==> src/rtl/package_decode.sv <==
`default_nettype none
// ============================================================================
// Package     : package_decode
// Description : Shared types and constants for the RV32I decode/issue logic.
//               Holds the issue-scheduler FSM encoding and the architectural
//               register count used by the scoreboard.
// Revision    : 1.0 - initial release
// ============================================================================
package package_decode;

  // Number of architectural integer registers tracked by the scoreboard.
  localparam int SCH_NREG = 32;

  // Issue scheduler states.
  typedef enum logic [1:0] {
    SCH_RUN   = 2'b00,
    SCH_FLUSH = 2'b01,
    SCH_DRAIN = 2'b10
  } sched_state_e;

endpackage
`default_nettype wire

==> src/rtl/reg_scoreboard.sv <==
`default_nettype none
// ============================================================================
// Module      : reg_scoreboard
// Description : Per-register in-flight write tracker. A bit is set when the
//               writer of that register issues and cleared when it commits in
//               WB; a same-cycle set and clear of one register leaves it set.
//               Also produces the RAW/WAW hazard for the instruction in ID.
// Ports       : clk_i, rst_i             clock, async active-high reset
//               set_en_i, set_idx_i      issue of a register writer
//               clr_en_i, clr_idx_i      WB commit of a register writer
//               id_*                     operand usage of the ID instruction
//               pending_o                registered scoreboard vector
//               hazard_o                 ID instruction must not issue
// Revision    : 1.0 - initial release
// ============================================================================
module reg_scoreboard
  import package_decode::*;
#(
  parameter bit WB_BYPASS = 1'b1
) (
  input  logic                clk_i,
  input  logic                rst_i,
  input  logic                set_en_i,
  input  logic [4:0]          set_idx_i,
  input  logic                clr_en_i,
  input  logic [4:0]          clr_idx_i,
  input  logic                id_vld_i,
  input  logic [4:0]          id_rs1_i,
  input  logic                id_rs1_use_i,
  input  logic [4:0]          id_rs2_i,
  input  logic                id_rs2_use_i,
  input  logic [4:0]          id_rd_i,
  input  logic                id_rd_we_i,
  output logic [SCH_NREG-1:0] pending_o,
  output logic                hazard_o
);

  logic [SCH_NREG-1:0] r_pending;
  logic [SCH_NREG-1:0] w_set_vec;
  logic [SCH_NREG-1:0] w_clr_vec;
  logic [SCH_NREG-1:0] w_eff;

  // x0 is hardwired to zero, so a write to it never becomes pending.
  always_comb begin
    w_set_vec = '0;
    w_clr_vec = '0;
    if (set_en_i && (set_idx_i != 5'd0)) begin
      w_set_vec[set_idx_i] = 1'b1;
    end
    if (clr_en_i) begin
      w_clr_vec[clr_idx_i] = 1'b1;
    end
  end

  // OR-ing the set vector after the clear makes set win on a collision.
  always_ff @(posedge clk_i or posedge rst_i) begin
    if (rst_i) begin
      r_pending <= '0;
    end else begin
      r_pending <= (r_pending & ~w_clr_vec) | w_set_vec;
    end
  end

  // With a write-through regfile the value committing this cycle is already
  // readable, so its bit no longer blocks the ID instruction.
  assign w_eff = WB_BYPASS ? (r_pending & ~w_clr_vec) : r_pending;

  assign hazard_o  = id_vld_i & ((id_rs1_use_i & w_eff[id_rs1_i]) |
                                 (id_rs2_use_i & w_eff[id_rs2_i]) |
                                 (id_rd_we_i   & w_eff[id_rd_i]));
  assign pending_o = r_pending;

endmodule
`default_nettype wire

==> src/rtl/pipe_sched.sv <==
`default_nettype none
// ============================================================================
// Module      : pipe_sched
// Description : Issue and flush scheduler for the non-forwarding pipelined
//               RV32I core. Decides whether the IF/ID instruction enters
//               ID/EX, sequences flushes after EX redirects, drains the
//               pipeline for serialising instructions and counts stall/flush
//               events for the trace logger.
// Ports       : clk_i, rst_i             clock, async active-high reset
//               id_*                     IF/ID instruction operand info
//               ex_redirect_i            taken branch/jump resolved in EX
//               lsu_busy_i               MEM stage not complete
//               wb_vld_i/wb_we_i/wb_rd_i WB commit
//               issue_o                  ID instruction moves into ID/EX
//               stall_if_o               hold PC and IF/ID
//               bubble_idex_o            load NOP into ID/EX
//               flush_ifid_o             invalidate IF/ID
//               freeze_o                 hold PC..EX/MEM, bubble MEM/WB
//               pending_o                scoreboard
//               state_o                  FSM state
//               stall_cnt_o/flush_cnt_o  saturating event counters
// Revision    : 1.0 - initial release
// ============================================================================
module pipe_sched
  import package_decode::*;
#(
  parameter int unsigned FLUSH_CYC = 1,
  parameter int unsigned CNT_W     = 32,
  parameter bit          WB_BYPASS = 1'b1
) (
  input  logic                clk_i,
  input  logic                rst_i,
  input  logic                id_vld_i,
  input  logic [4:0]          id_rs1_i,
  input  logic [4:0]          id_rs2_i,
  input  logic                id_rs1_use_i,
  input  logic                id_rs2_use_i,
  input  logic [4:0]          id_rd_i,
  input  logic                id_rd_we_i,
  input  logic                id_drain_i,
  input  logic                ex_redirect_i,
  input  logic                lsu_busy_i,
  input  logic                wb_vld_i,
  input  logic                wb_we_i,
  input  logic [4:0]          wb_rd_i,
  output logic                issue_o,
  output logic                stall_if_o,
  output logic                bubble_idex_o,
  output logic                flush_ifid_o,
  output logic                freeze_o,
  output logic [SCH_NREG-1:0] pending_o,
  output logic [1:0]          state_o,
  output logic [CNT_W-1:0]    stall_cnt_o,
  output logic [CNT_W-1:0]    flush_cnt_o
);

  localparam logic [2:0] c_flush_load = 3'(FLUSH_CYC);
  localparam bit         c_has_flush  = (FLUSH_CYC != 0);

  sched_state_e        r_state, w_state_nxt;
  logic [2:0]          r_fcnt, w_fcnt_nxt;
  logic [CNT_W-1:0]    r_stall_cnt, r_flush_cnt;
  logic [SCH_NREG-1:0] w_pending;
  logic                w_hazard;
  logic                w_redirect_acc;
  logic                w_pending_any;

  reg_scoreboard #(
    .WB_BYPASS (WB_BYPASS)
  ) u_scoreboard (
    .clk_i        (clk_i),
    .rst_i        (rst_i),
    .set_en_i     (issue_o & id_rd_we_i),
    .set_idx_i    (id_rd_i),
    .clr_en_i     (wb_vld_i & wb_we_i),
    .clr_idx_i    (wb_rd_i),
    .id_vld_i     (id_vld_i),
    .id_rs1_i     (id_rs1_i),
    .id_rs1_use_i (id_rs1_use_i),
    .id_rs2_i     (id_rs2_i),
    .id_rs2_use_i (id_rs2_use_i),
    .id_rd_i      (id_rd_i),
    .id_rd_we_i   (id_rd_we_i),
    .pending_o    (w_pending),
    .hazard_o     (w_hazard)
  );

  assign w_pending_any = |w_pending;

  always_comb begin
    issue_o        = 1'b0;
    stall_if_o     = 1'b0;
    bubble_idex_o  = 1'b0;
    flush_ifid_o   = 1'b0;
    w_redirect_acc = 1'b0;
    w_state_nxt    = r_state;
    w_fcnt_nxt     = r_fcnt;
    if (lsu_busy_i) begin
      // Whole front of the pipe is held; nothing moves, redirects wait.
      stall_if_o = 1'b1;
    end else begin
      case (r_state)
        SCH_RUN: begin
          if (ex_redirect_i) begin
            flush_ifid_o   = 1'b1;
            bubble_idex_o  = 1'b1;
            w_redirect_acc = 1'b1;
            if (c_has_flush) begin
              w_state_nxt = SCH_FLUSH;
              w_fcnt_nxt  = c_flush_load;
            end
          end else if (id_vld_i && id_drain_i && w_pending_any) begin
            stall_if_o    = 1'b1;
            bubble_idex_o = 1'b1;
            w_state_nxt   = SCH_DRAIN;
          end else if (w_hazard) begin
            stall_if_o    = 1'b1;
            bubble_idex_o = 1'b1;
          end else begin
            issue_o = id_vld_i;
          end
        end
        SCH_FLUSH: begin
          flush_ifid_o  = 1'b1;
          bubble_idex_o = 1'b1;
          w_fcnt_nxt    = r_fcnt - 3'd1;
          if (r_fcnt <= 3'd1) begin
            w_state_nxt = SCH_RUN;
          end
        end
        SCH_DRAIN: begin
          if (ex_redirect_i) begin
            flush_ifid_o   = 1'b1;
            bubble_idex_o  = 1'b1;
            w_redirect_acc = 1'b1;
            w_state_nxt    = c_has_flush ? SCH_FLUSH : SCH_RUN;
            w_fcnt_nxt     = c_flush_load;
          end else if (w_pending_any) begin
            stall_if_o    = 1'b1;
            bubble_idex_o = 1'b1;
          end else begin
            // Scoreboard is empty: the serialising instruction goes now.
            issue_o     = id_vld_i;
            w_state_nxt = SCH_RUN;
          end
        end
        default: begin
          w_state_nxt = SCH_RUN;
        end
      endcase
    end
  end

  always_ff @(posedge clk_i or posedge rst_i) begin
    if (rst_i) begin
      r_state <= SCH_RUN;
      r_fcnt  <= 3'd0;
    end else begin
      r_state <= w_state_nxt;
      r_fcnt  <= w_fcnt_nxt;
    end
  end

  // Saturating event counters.
  always_ff @(posedge clk_i or posedge rst_i) begin
    if (rst_i) begin
      r_stall_cnt <= '0;
      r_flush_cnt <= '0;
    end else begin
      if (id_vld_i && !issue_o && !flush_ifid_o && (r_stall_cnt != '1)) begin
        r_stall_cnt <= r_stall_cnt + CNT_W'(1);
      end
      if (w_redirect_acc && (r_flush_cnt != '1)) begin
        r_flush_cnt <= r_flush_cnt + CNT_W'(1);
      end
    end
  end

  assign freeze_o    = lsu_busy_i;
  assign pending_o   = w_pending;
  assign state_o     = r_state;
  assign stall_cnt_o = r_stall_cnt;
  assign flush_cnt_o = r_flush_cnt;

endmodule
`default_nettype wire

==> config.mk <==
export PLATFORM = sky130hd
export DESIGN_NAME = pipe_sched
export DESIGN_NICKNAME = d
export VERILOG_FILES = /design/src/rtl/package_decode.sv /design/src/rtl/reg_scoreboard.sv /design/src/rtl/pipe_sched.sv
export SDC_FILE = /design/constraint.sdc
export NUM_CORES = 1
export LEC_CHECK = 0
export ABC_AREA = 1
export CORE_MARGIN = 2
export CORE_UTILIZATION = 35
export CTS_BUF_LIST = sky130_fd_sc_hd__clkbuf_4 sky130_fd_sc_hd__clkbuf_8
export DETAILED_ROUTE_END_ITERATION = 16
export DONT_BUFFER_PORTS = 1
export GPL_TIMING_DRIVEN = 0
export SETUP_SLACK_MARGIN = 0.15
export SYNTH_ARGS = -nofsm -noshare
export SYNTH_HDL_FRONTEND = slang
export SYNTH_SLANG_ARGS = --single-unit
==> constraint.sdc <==
create_clock -name clk_i -period 4.2 [get_ports clk_i]
set_input_delay 1.05 -clock clk_i [delete_from_list [all_inputs] [get_ports clk_i]]
set_output_delay 1.05 -clock clk_i [all_outputs]
set_load 0.1 [all_outputs]
==> flow_summary.ini <==
[synthesis]
synth_area_sq_mm = 0.00670
syn_nets = 993
seq_area_frac_synth = 0.377
syn_avg_cell_area_sq_um = 6.99
ys_ff_latch = 101
netlist_instances = 958
ys_warn_count = 0
ys_types = 33

[setup_path]
required_ns = 3.15
worstPathMaxFanout = 10
path_class = input pin to output port
cp-end-kind = output port
start_kind = input pin
cp_data_arrival_time_ns = 3.10

[grt]
grt_overflow = 0
grt_use_total = 0.219
grt_max_degree = 52
grt_pass1_vias = 6470
antenna_found_initial = 0
grt_pass1_wl_um = 34900

[clock_network]
cts-buffers-inserted = 9
htreeDepth = 3
root_buffer = clkbuf_8
numClockSinks = 101
clkSlewWorstSetupHoldPaths_ns = 0.10
clk_path_buf_depth = 2
cts_tree = built
clock_latency_ns = 0.38

[routing]
routed_wirelength_um = 21900
dr.pass1.iters = 5
drcViolationCount = 0
drtIter0Drc = 574
detail_route.wl_per_cell_um = 17.9
vias_per_cell = 5.51
vias = 6741
ant_nets = 0

[floorplan]
row_count = 50
die_h_um = 142
core_area_sq_mm = 0.0188
die-area_sq_mm = 0.0203
die-width_um = 142
initial_utilization = 0.357
ios = 134

[sta]
setup_viol = 0
min_period_ns = 4.15
max_freq_mhz = 241
rsz0062_at_grt = true
tns_ns = 0
holdWs_ns = 0.550
max_slew.worst_pin.slew_ns = 1.09
hold_violations = 0
slew_violations = 0
fin_ws_ns = 0.0536
slew_headroom = 0.271
fin_crit_sh = 0.987
finalClockSkew_ns = 0.0121

[cells_and_area]
fin_util = 0.413
fin_cells = 1223
area_growth_pct = 15.7
antennaDiodeCount = 0
fin_nets = 1021
drive_gt1_frac = 0.141

[power]
power_leakage_nw = 3.56
ir_drop_mv = 0.233
power_per_cell_area_mw_per_mm2 = 367

[placement]
portBuffers = 0
gp_congestion = 0.960
place_ws_ns = -0.520
post-dp-hpwl_um = 16300
dp_cells = 1193

[run]
drv_cap = 0

[status]
outcome = finished clean

[worst_hold_path]
hp-class = flop to flop
per-layer routing:
layer | vias to the layer above | part of all wire | track usage
met5 | - | 0 | 0
met4 | 0 | 0.035 | 0.0933
met3 | 59 | 0.091 | 0.0495
met2 | 346 | 0.45 | 0.344
met1 | 3123 | 0.43 | 0.292
li1 | 3213 | - | -
synthesized netlist by cell type (all sizes together):
cell type / count / area, sq um
and3: 1 / 6.26
nor3: 37 / 200
a21oi: 11 / 55.1
o21ai: 14 / 70.1
nand3: 132 / 666
nor3b: 2 / 15.0
a21boi: 7 / 52.6
nor2: 73 / 282
a31oi: 1 / 6.26
nor4: 14 / 87.6
inv: 95 / 357
dfrtp: 101 / 2530
or2: 1 / 6.26
buf: 10 / 60.1
clkinv: 1 / 3.75
nand3b: 1 / 7.51
ha: 4 / 50.1
o22ai: 2 / 12.5
o21a: 1 / 7.51
nand4: 47 / 294
o21bai: 32 / 240
nand2: 293 / 1100
clkbuf: 19 / 71.3
xnor2: 15 / 131
xor2: 44 / 385
registers in the layout, indices dropped and copies added (netlist names):
signal and count:
stall_cnt_o 32, u_scoreboard.pending_o 32, state_o 2, flush_cnt_o 32
r_fcnt 3
stage by stage:
stage | instance area (sq um) | total power [mW]
global placement | 7000 | 2.17
floorplan | 6710 | 2.05
CTS | 7670 | 2.86
detailed placement | 7030 | 2.18
finish | 7750 | 2.85
global route | 7750 | 3.00
timing repair:
action | 4_1_cts | 5_1_grt
cloned | 3 | 0
setup buffers | 9 | 4
resized for setup | 119 | 15
hold endpoints to repair | 0 | 0
setup endpoints to repair | 3 | 4
hold buffers | 0 | 0
pin swaps | 11 | 9
final cells by class:
cell class                      count  area [sq um]
Buffer                             29           193
Clock buffer                       10           138
Clock inverter                      4          50.0
Fill cell                        1961         11000
Inverter                           96           373
Multi-Input combinational cell    734          3940
Sequential cell                   101          2590
Tap cell                          234           293
Timing Repair Buffer               15           169
cells by family (layout without fill, tap and decap cells):
| kind of cell | Yosys count | count (layout) | share of synthesized area |
|---|---|---|---|
| simple gates | 601 | 603 | 0.398 |
| buf+inv | 125 | 154 | 0.0734 |
| flops | 101 | 101 | 0.377 |
| compound gates | 68 | 68 | 0.0663 |
| xor+xnor | 59 | 59 | 0.0772 |
| fa+ha+maj | 4 | 4 | 0.00747 |
worst paths after layout:
check / start / endpoint / slack (ns) / cells past startpoint
setup / recovery: id_rs2_i[0] / issue_o / 0.05 / 14
hold / removal: r_fcnt[2]$_DFFE_PP0P_ / r_fcnt[2]$_DFFE_PP0P_ / 0.55 / 2
setup reg to reg: state_o[1]$_DFFE_PP0P_ / stall_cnt_o[30]$_DFFE_PP0P_ / 0.79 / 7
hold reg to reg: r_fcnt[2]$_DFFE_PP0P_ / r_fcnt[2]$_DFFE_PP0P_ / 0.55 / 2
max in group asynchronous: rst_i / u_scoreboard.pending_o[15]$_DFF_PP0_ / 2.87 / 2
min in group asynchronous: rst_i / stall_cnt_o[22]$_DFFE_PP0P_ / 0.62 / 1
placed cells by master, fill, tap and decap left out, types with 15 or more instances in the layout:
cell type / synthesis / routed
buf_4: 4 / 16
dfrtp_1: 101 / 69
dfrtp_2: 0 / 23
inv_1: 93 / 87
nand2_1: 292 / 277
nand3_1: 131 / 128
nand4_1: 47 / 47
nor2_1: 70 / 63
nor3_1: 34 / 32
o21bai_1: 32 / 31
xnor2_1: 15 / 15
xor2_1: 44 / 44
worst max-delay path, stage by stage:
cell and delay, ns:
clkbuf_2 0.24, clkbuf_4 0.27, nand3_1 0.10, nand3_1 0.10, nand3_1 0.09, nand3_1 0.10
nand2_1 0.08, nand2_1 0.08, nand3_2 0.13, nand4_1 0.13, nand2_2 0.08, nand2_4 0.10
clkbuf_16 0.14, clkinvlp_4 0.39
report_power, final:
part / leakage, nW / switching [mW] / internal [mW] / total (mW)
sequential: 1.31 / 0.607 / 1.04 / 1.65
combinational: 2.16 / 0.391 / 0.184 / 0.575
clock: 0.0902 / 0.339 / 0.284 / 0.623
total: 3.56 / 1.34 / 1.51 / 2.85
No activity file was read; power rests on OpenSTA's default activity.
